==> config.mk <==
export PLATFORM = sky130hd
export DESIGN_NAME = fibo_controller_flat
export DESIGN_NICKNAME = d
export VERILOG_FILES = /design/src/rtl/fibo_controller_if.sv /design/src/rtl/fibo_controller.sv /design/src/flat_wrapper.sv
export SDC_FILE = /design/constraint.sdc
export NUM_CORES = 1
export LEC_CHECK = 0
export CAP_MARGIN = 20
export CORE_MARGIN = 2
export CORE_UTILIZATION = 44
export DETAILED_ROUTE_END_ITERATION = 8
export HOLD_SLACK_MARGIN = 0.15
export PLACE_DENSITY = 0.83
export RECOVER_POWER = 50
export SLEW_MARGIN = 20
export SYNTH_ARGS = -nofsm -noshare
export SYNTH_HDL_FRONTEND = slang
export SYNTH_SLANG_ARGS = --single-unit
==> constraint.sdc <==
create_clock -name clk -period 2.47 [get_ports clk]
set_clock_uncertainty 0.05 [all_clocks]
set_input_delay 0.247 -clock clk [delete_from_list [all_inputs] [get_ports clk]]
set_output_delay 0.247 -clock clk [all_outputs]
set_load 0.02 [all_outputs]
==> src/rtl/fibo_controller_if.sv <==
// Bundle of the fibo_controller user handshake and the datapath control/status
// wires. The master side is the controller; the slave side is whoever drives
// start/n and hosts the register file + ALU (the datapath, or a bench model).
//
// Handshake: start is a level sampled only while the controller is idle
// (busy=0). When sampled high, n is latched and busy rises on the next cycle.
// done is a single-cycle pulse; result (and ovf, when built with
// FIBO_OVF_DETECT_EN) is valid in that cycle and holds until the next done.
// There is no backpressure and no queuing: start while busy is dropped.
interface fibo_controller_if #(
   parameter int SIZE = 4
);
   // user side
   logic            start;
   logic [SIZE-1:0] n;
   logic            busy;
   logic            done;
   logic [SIZE-1:0] result;
`ifdef FIBO_OVF_DETECT_EN
   logic            ovf;
`endif

   // datapath side
   logic            zero_flag;
   logic [SIZE-1:0] data;
   logic [SIZE-3:0] wrt_addr;
   logic            wrt_en;
   logic            load_data;
   logic [SIZE-1:0] count;
   logic [SIZE-3:0] rd_addr1;
   logic [SIZE-3:0] rd_addr2;
   logic [SIZE-2:0] alu_opcode;

   // controller view
   modport master (
      input  start, n, zero_flag, data,
      output wrt_addr, wrt_en, load_data, count, rd_addr1, rd_addr2,
             alu_opcode, busy, done, result
`ifdef FIBO_OVF_DETECT_EN
             , ovf
`endif
   );

   // requester + datapath view
   modport slave (
      output start, n, zero_flag, data,
      input  wrt_addr, wrt_en, load_data, count, rd_addr1, rd_addr2,
             alu_opcode, busy, done, result
`ifdef FIBO_OVF_DETECT_EN
             , ovf
`endif
   );

endinterface

==> src/rtl/fibo_controller.sv <==
// fibo_controller: sequences the Fibonacci datapath (4-entry register file,
// ALU, registered `data`) to compute F(n) mod 2^SIZE.
// Register roles: R0/R1 hold the Fibonacci pair, R2 is the loop counter,
// R3 holds the constant 1. The answer ends up in R[n%2].
// Optional build macro FIBO_OVF_DETECT_EN adds the `ovf` output, flagging that
// the returned F(n) wrapped modulo 2^SIZE.
// dbg_state exposes the FSM state encoding for observation.
module fibo_controller #(
   parameter int              SIZE   = 4,
   parameter logic [SIZE-2:0] OP_ADD = 3'b000,
   parameter logic [SIZE-2:0] OP_SUB = 3'b001
) (
   input  logic              clk,
   input  logic              rst,
   fibo_controller_if.master bus,
   output logic [3:0]        dbg_state
);

   localparam int AW = SIZE - 2;

   typedef enum logic [3:0] {
      IDLE    = 4'd0,
      LD_N    = 4'd1,
      LD_ONE  = 4'd2,
      LD_A    = 4'd3,
      LD_B    = 4'd4,
      DEC     = 4'd5,
      UPD_CNT = 4'd6,
      UPD_FIB = 4'd7,
      READ    = 4'd8,
      CAP     = 4'd9
   } state_t;

   state_t          state_q, state_d;
   logic [SIZE-1:0] n_q, n_d;
   logic            parity_q, parity_d;
   logic            last_q, last_d;
   logic            done_q, done_d;
   logic [SIZE-1:0] result_q, result_d;

`ifdef FIBO_OVF_DETECT_EN
   logic [SIZE-1:0] prev_q, prev_d;
   logic            ovf_q, ovf_d;
   logic            ovf_out_q, ovf_out_d;
`endif

   // Moore datapath controls
   logic            wrt_en;
   logic            load_data;
   logic [AW-1:0]   wrt_addr;
   logic [SIZE-1:0] count;
   logic [AW-1:0]   rd_addr1;
   logic [AW-1:0]   rd_addr2;
   logic [SIZE-2:0] alu_opcode;

   // State register and all controller flops; async reset returns to IDLE.
   always_ff @(posedge clk or posedge rst) begin
      if (rst) begin
         state_q   <= IDLE;
         n_q       <= '0;
         parity_q  <= 1'b0;
         last_q    <= 1'b0;
         done_q    <= 1'b0;
         result_q  <= '0;
`ifdef FIBO_OVF_DETECT_EN
         prev_q    <= '0;
         ovf_q     <= 1'b0;
         ovf_out_q <= 1'b0;
`endif
      end else begin
         state_q   <= state_d;
         n_q       <= n_d;
         parity_q  <= parity_d;
         last_q    <= last_d;
         done_q    <= done_d;
         result_q  <= result_d;
`ifdef FIBO_OVF_DETECT_EN
         prev_q    <= prev_d;
         ovf_q     <= ovf_d;
         ovf_out_q <= ovf_out_d;
`endif
      end
   end

   // Next-state and Moore decode of the datapath controls from the current state.
   always_comb begin
      state_d    = state_q;
      wrt_en     = 1'b0;
      load_data  = 1'b0;
      count      = '0;
      wrt_addr   = '0;
      rd_addr1   = '0;
      rd_addr2   = '0;
      alu_opcode = OP_ADD;
      case (state_q)
         IDLE: begin
            if (bus.start) state_d = LD_N;
         end
         // R2 <= n (loop counter)
         LD_N: begin
            wrt_en    = 1'b1;
            load_data = 1'b1;
            wrt_addr  = AW'(2);
            count     = n_q;
            state_d   = LD_ONE;
         end
         // R3 <= 1 (decrement constant)
         LD_ONE: begin
            wrt_en    = 1'b1;
            load_data = 1'b1;
            wrt_addr  = AW'(3);
            count     = SIZE'(1);
            state_d   = LD_A;
         end
         // R0 <= F(0)
         LD_A: begin
            wrt_en    = 1'b1;
            load_data = 1'b1;
            wrt_addr  = AW'(0);
            count     = '0;
            state_d   = LD_B;
         end
         // R1 <= F(1); n=0 skips the loop entirely
         LD_B: begin
            wrt_en    = 1'b1;
            load_data = 1'b1;
            wrt_addr  = AW'(1);
            count     = SIZE'(1);
            state_d   = (n_q == '0) ? READ : DEC;
         end
         // ALU computes R2-R3; zero_flag says this is the final iteration
         DEC: begin
            rd_addr1   = AW'(2);
            rd_addr2   = AW'(3);
            alu_opcode = OP_SUB;
            state_d    = UPD_CNT;
         end
         // write back decremented count while the ALU forms R0+R1
         UPD_CNT: begin
            wrt_en     = 1'b1;
            wrt_addr   = AW'(2);
            rd_addr1   = AW'(0);
            rd_addr2   = AW'(1);
            alu_opcode = OP_ADD;
            state_d    = UPD_FIB;
         end
         // overwrite the older half of the pair with the new sum
         UPD_FIB: begin
            wrt_en   = 1'b1;
            wrt_addr = AW'(parity_q);
            state_d  = last_q ? READ : DEC;
         end
         // R2 is zero here, so the ALU passes R[n%2] through
         READ: begin
            rd_addr1   = AW'(n_q[0]);
            rd_addr2   = AW'(2);
            alu_opcode = OP_ADD;
            state_d    = CAP;
         end
         CAP: begin
            state_d = IDLE;
         end
         default: begin
            state_d = IDLE;
         end
      endcase
   end

   // Next values of the operand latch, loop bookkeeping and the result registers.
   always_comb begin
      n_d      = n_q;
      parity_d = parity_q;
      last_d   = last_q;
      done_d   = 1'b0;
      result_d = result_q;
`ifdef FIBO_OVF_DETECT_EN
      prev_d    = prev_q;
      ovf_d     = ovf_q;
      ovf_out_d = ovf_out_q;
`endif
      case (state_q)
         IDLE: begin
            if (bus.start) begin
               n_d      = bus.n;
               parity_d = 1'b0;
`ifdef FIBO_OVF_DETECT_EN
               ovf_d    = 1'b0;
`endif
            end
         end
`ifdef FIBO_OVF_DETECT_EN
         LD_B: begin
            prev_d = SIZE'(1);
         end
`endif
         DEC: begin
            last_d = bus.zero_flag;
         end
         UPD_FIB: begin
            parity_d = ~parity_q;
`ifdef FIBO_OVF_DETECT_EN
            // The final iteration produces F(n+1), which is never returned, so
            // it must not raise the flag; a wrapped sum is always smaller than
            // its predecessor, which makes the compare exact.
            if (!last_q && (bus.data < prev_q)) ovf_d = 1'b1;
            prev_d = bus.data;
`endif
         end
         CAP: begin
            result_d = bus.data;
            done_d   = 1'b1;
`ifdef FIBO_OVF_DETECT_EN
            ovf_out_d = ovf_q;
`endif
         end
         default: begin
         end
      endcase
   end

   assign bus.wrt_en     = wrt_en;
   assign bus.load_data  = load_data;
   assign bus.wrt_addr   = wrt_addr;
   assign bus.count      = count;
   assign bus.rd_addr1   = rd_addr1;
   assign bus.rd_addr2   = rd_addr2;
   assign bus.alu_opcode = alu_opcode;
   assign bus.busy       = (state_q != IDLE);
   assign bus.done       = done_q;
   assign bus.result     = result_q;
`ifdef FIBO_OVF_DETECT_EN
   assign bus.ovf        = ovf_out_q;
`endif
   assign dbg_state      = state_q;

endmodule

==> src/flat_wrapper.sv <==
// flat-port wrapper written by rule: the top's interface ports become plain ports
module fibo_controller_flat 
#(
   parameter int              SIZE   = 4,
   parameter logic [SIZE-2:0] OP_ADD = 3'b000,
   parameter logic [SIZE-2:0] OP_SUB = 3'b001
)
  (clk, rst, dbg_state, bus_start, bus_n, bus_zero_flag, bus_data, bus_wrt_addr, bus_wrt_en, bus_load_data, bus_count, bus_rd_addr1, bus_rd_addr2, bus_alu_opcode, bus_busy, bus_done, bus_result);
  fibo_controller_if #(.SIZE(SIZE)) bus_i ();
  input  logic clk;
  input  logic rst;
  output logic [3:0] dbg_state;
  input wire logic [$bits(bus_i.start)-1:0] bus_start;
  input wire logic [$bits(bus_i.n)-1:0] bus_n;
  input wire logic [$bits(bus_i.zero_flag)-1:0] bus_zero_flag;
  input wire logic [$bits(bus_i.data)-1:0] bus_data;
  output wire logic [$bits(bus_i.wrt_addr)-1:0] bus_wrt_addr;
  output wire logic [$bits(bus_i.wrt_en)-1:0] bus_wrt_en;
  output wire logic [$bits(bus_i.load_data)-1:0] bus_load_data;
  output wire logic [$bits(bus_i.count)-1:0] bus_count;
  output wire logic [$bits(bus_i.rd_addr1)-1:0] bus_rd_addr1;
  output wire logic [$bits(bus_i.rd_addr2)-1:0] bus_rd_addr2;
  output wire logic [$bits(bus_i.alu_opcode)-1:0] bus_alu_opcode;
  output wire logic [$bits(bus_i.busy)-1:0] bus_busy;
  output wire logic [$bits(bus_i.done)-1:0] bus_done;
  output wire logic [$bits(bus_i.result)-1:0] bus_result;
  assign bus_i.start = bus_start;
  assign bus_i.n = bus_n;
  assign bus_i.zero_flag = bus_zero_flag;
  assign bus_i.data = bus_data;
  assign bus_wrt_addr = bus_i.wrt_addr;
  assign bus_wrt_en = bus_i.wrt_en;
  assign bus_load_data = bus_i.load_data;
  assign bus_count = bus_i.count;
  assign bus_rd_addr1 = bus_i.rd_addr1;
  assign bus_rd_addr2 = bus_i.rd_addr2;
  assign bus_alu_opcode = bus_i.alu_opcode;
  assign bus_busy = bus_i.busy;
  assign bus_done = bus_i.done;
  assign bus_result = bus_i.result;
  fibo_controller #(.SIZE(SIZE), .OP_ADD(OP_ADD), .OP_SUB(OP_SUB)) u_core (.clk(clk), .rst(rst), .bus(bus_i), .dbg_state(dbg_state));
endmodule
After elaboration in Yosys (flattened, before gate mapping). Index checks and enable logic that the tools add are counted.

Equal/unequal tests: 10. Mux-type cells: 14. Bitwise gates (word level): 1. Reduce and logical (&&, ||, !) cells: 10.

Operators with widths (count): one-hot mux 4 bit (9 select lines) (1); equality test 4 x 3 -> 1 bit, second input constant (4); two-way mux 4 bit (3); equality test 4 x 2 -> 1 bit, second input constant (2); equality test 4 bit, second input constant (2); logical NOT 4 bit (2); one-hot mux 2 bit (4 select lines) (1); one-hot mux 4 bit (2 select lines) (1); one-hot mux 2 bit (3 select lines) (1); OR reduction 6 bit (1); two-way mux 1 bit (5); equality test 4 x 1 -> 1 bit, second input constant (1); one-hot mux 2 bit (2 select lines) (1); AND reduction 2 bit (2); nonzero test 4 bit (1); OR reduction 2 bit (2); OR reduction 4 bit (1); inequality test 2 bit, second input constant (1); one-hot mux 1 bit (2 select lines) (1); nonzero test 2 bit (1); inverter 1 bit (1).

Flip-flop bits (word level): 15. Input port bits: 12. Logic and storage cells: 41.

Depth between registers and ports, before layout.
Word-level depth: 3. Depth in mapped cells: 4. Depth with buffers taken out: 3.

Worst setup path before layout. Ideal clock, no wire load.

Path kind: register to output. From: register u_core.state_q[0] (netlist: u_core.dbg_state[0]). To: output bus_count[0]. Arrival: 1.550 ns. Slack: 0.623 ns. Stages on the path, launching flop included: 5. Buffers on the path: 1. Cells stage by stage: dfrtp_1 -> buf_2 -> nor2b_1 -> nand2_1 -> a211oi_1.

Word-level cells in the longest chain between the ends: 3.

RTL lines: start, declared (line fibo_controller.sv:34) `state_t state_q, state_d;`; start signal, assigned (line fibo_controller.sv:71) `state_q <= state_d;`; equality test 4 x 2 -> 1 bit or equality test 4 x 3 -> 1 bit (tied branches) (line fibo_controller.sv:95) `case (state_q)`; OR reduction 2 bit (no line); one-hot mux 4 bit (2 select lines) * (line fibo_controller.sv:95); end, declared (line flat_wrapper.sv:20) `output wire logic [$bits(bus_i.count)-1:0] bus_count;`.

Mark *: on every way between the ends. The rest lies on a longest branch, timed or not.

Final worst setup path.
From: register u_core.state_q[0] (netlist: u_core.dbg_state[0]). To: output bus_wrt_addr[0].

Word-level cells in the longest chain between the ends: 3.

RTL lines: equality test 4 x 1 -> 1 bit or equality test 4 x 3 -> 1 bit (tied branches) (line fibo_controller.sv:95); OR reduction 2 bit (no line); one-hot mux 2 bit (4 select lines) * (line fibo_controller.sv:95); end, declared (line flat_wrapper.sv:17) `output wire logic [$bits(bus_i.wrt_addr)-1:0] bus_wrt_addr;`.

Marked as above.

==> impl_metrics.env <==
export IMPL_status="complete, no violations"
export IMPL_slew_violations=0
export IMPL_track_usage_pct=19.8
export IMPL_power_per_cell_area_mw_per_mm2=1400
export IMPL_holdCritPathClass="input pin to asynchronous set/reset pin"
export IMPL_maxCapViolations=0
export IMPL_fin_tns_setup_ns=0
export IMPL_fillers=154
export IMPL_cts_resized=1
export IMPL_hold_viol=0
export IMPL_max_slew_margin_pct=54.7
export IMPL_grt_pass1_wl_mm=3.08
export IMPL_finalCritPeriodShare_pct=95.2
export IMPL_layout_area_overhead_vs_synth_pct=41.6
export IMPL_dieArea_mm2=0.00232
export IMPL_die_y_um=48.2
export IMPL_critPathKind="flip-flop to primary output"
export IMPL_leakage_nw=0.542
export IMPL_layout_setup_ws_ns=0.119
export IMPL_route_detailed_drc=0
export IMPL_rsz0062_at_grt="false"
export IMPL_slowest_stage="clkdlybuf4s50_1"
export IMPL_ant_nets=0
export IMPL_yosysSeqAreaShare_pct=43.7
export IMPL_crit_path_start_kind="flip-flop"
export IMPL_grt_max_degree=17
export IMPL_drt_iter0_drc=16
export IMPL_grt_pass1_vias=692
export IMPL_avgSynthCellArea_um2=10.0
export IMPL_peakVddDrop_mv=0.844
export IMPL_rows=15
export IMPL_crit_arrival_ns=2.05
export IMPL_layout_common_cells="27 x clkdlybuf4s50_1, 12 x dfrtp_1, 10 x nor2_1, 9 x mux2_2, 6 x dlygate4sd3_1"
export IMPL_power_mw=1.71
export IMPL_vias_per_cell=5.43
export IMPL_cts_clk_slew_worst_paths_ns=0.09
export IMPL_drive_gt1_share_pct=14.4
export IMPL_ctsHoldBuffers=0
export IMPL_ctsLongestPathBuffers=2
export IMPL_postSynthCellCount=86
export IMPL_cts_setup_buffers=0
export IMPL_core_mm2=0.00178
export IMPL_antenna_found_initial=0
export IMPL_cp_cell_sequence="nand2b_1 -> nor2b_1 -> a211oi_1 -> clkdlybuf4s50_1"
export IMPL_layout_nets=131
export IMPL_vias=777
export IMPL_clk_latency_ns=0.29
export IMPL_layout_commonest_cell="clkdlybuf4s50_1"
export IMPL_die_x_um=48.2
export IMPL_drt_pass1_iterations=4
export IMPL_max_slew_worst_pin_slew_ns=0.679
export IMPL_finalWeightedCongestion=0.765
export IMPL_ios=37
export IMPL_timing_fmax_mhz=425
export IMPL_wl_mm=2.04
export IMPL_cts_tree="yes"
export IMPL_post_place_ws_ns=0.320
export IMPL_diodes=0
export IMPL_ys_warn_count=0
export IMPL_dp_hpwl_mm=1.55
export IMPL_final_setup_viol_count=0
export IMPL_critPathMaxStageDelay_ns=0.63
export IMPL_synth_top_area_share_pct=43.7
export IMPL_synth_largest_area_cell="dfrtp_1"
export IMPL_cts_max_level=1
export IMPL_syn_area_um2=860
export IMPL_port_buffers=34
export IMPL_grt_ovfl_total=0
export IMPL_wl_per_cell_um=14.2
export IMPL_ys_ff_latch=15
export IMPL_endpoint_kind="primary output"
export IMPL_cts_sinks=15
export IMPL_synth_distinct_cells=31
export IMPL_cts_root_buffer="clkbuf_4"
export IMPL_critical_path_required_ns=2.17
export IMPL_numCtsBuffers=3
export IMPL_start_util_pct=48.2
export IMPL_worstPathMaxFanout=16
export IMPL_synth_area_top_cells="dfrtp_1 44%, mux2_2 12%, nor2_1 4.4%"
export IMPL_finalCriticalPeriod_ns=2.35
-- metal layers --
metal,vias up,global-route usage [%],routed length (um)
li1,370,-,-
met1,373,25.3,907
met2,30,32.1,974
met3,4,2.22,100
met4,0,11.4,53
met5,-,0,0
-- worst max-delay path, delay by kind of cell, from the launching register on --
kind / cells / cell delay, ns
compound gates: 1 / 0.21
buf+inv: 1 / 0.63
flops: 1 / 0.52
simple gates: 2 / 0.40
-- flip-flops by register name, summed over array words and instances, names as in the netlist --
signal / cells
u_core.bus.result: 4
u_core.last_q: 1
u_core.parity_q: 1
u_core.n_q: 4
u_core.dbg_state: 4
u_core.bus.done: 1
-- stage by stage --
stage	hold slack, ns	std cells	cell area [um^2]	utilization [%]
global placement	0.440	139	1200	67.2
detailed placement	0.449	139	1200	67.2
global route	0.476	143	1220	68.3
finish	0.387	143	1220	68.3
floorplan	0.0985	87	863	-
CTS	0.275	143	1230	68.8
-- path summary, 6_finish.rpt --
path,from,endpoint,slack [ns],cells after the start
min in group clk,u_core.bus.result[1],u_core.bus.result[1],0.46,1
worst max register to register,u_core.dbg_state[1],u_core.bus.result[3],0.50,3
worst min-delay path,rst,u_core.bus.result[0],0.39,2
worst min register to register,u_core.bus.result[1],u_core.bus.result[1],0.46,1
max in group asynchronous,rst,u_core.dbg_state[1],1.57,2
worst max-delay path,u_core.dbg_state[0],bus_wrt_addr[0],0.12,4
-- final cells by class --
type                       instances  area [um^2]  area share (%)
clock inverter                     1         5.00           0.411
sequential                        15          379            31.1
clock buffer                       3         22.5            1.85
tap                               25         31.3            2.57
multi-input combinational         62          422            34.6
inverter                           2         7.51           0.617
timing repair buffer              35          350            28.8
-- cells by family (layout without fill, tap and decap cells) --
| family | Yosys count | count (layout) | share of synthesized area [%] |
|---|---|---|---|
| AND/OR/NAND/NOR | 37 | 37 | 26.1 |
| flip-flops | 15 | 15 | 43.7 |
| AO/OA/AOI/OAI | 12 | 12 | 9.90 |
| multiplexers | 10 | 10 | 13.0 |
| buffers and inverters | 10 | 41 | 5.97 |
| other | 1 | 2 | 0.436 |
| XOR/XNOR | 1 | 1 | 1.02 |
-- cells in the mapped netlist --
library cell  instances
nor3b_4               1
a41o_1                1
inv_1                 2
xor2_1                1
nand3b_1              1
or4_4                 1
nor3_1                4
dfrtp_1              15
o31a_1                2
mux2i_1               1
a21o_1                1
nand3_1               2
nor4_1                1
a21oi_1               4
and2_1                1
nand2_1               2
nand2b_1              3
or3b_1                1
and3_1                3
nor2_1               10
clkbuf_1              3
buf_4                 3
nand4b_1              1
nor2b_1               4
and3b_1               1
buf_2                 2
and4b_1               1
o21a_1                1
mux2_2                9
conb_1                1
a211oi_1              3
-- where the power goes --
part	internal, mW	leakage (nW)	switching (mW)
Combinational	0.521	0.340	0.517
Sequential	0.362	0.184	0.163
Clock	0.0603	0.0177	0.0819
Total	0.943	0.542	0.762
(Power assumes the default switching activity.)
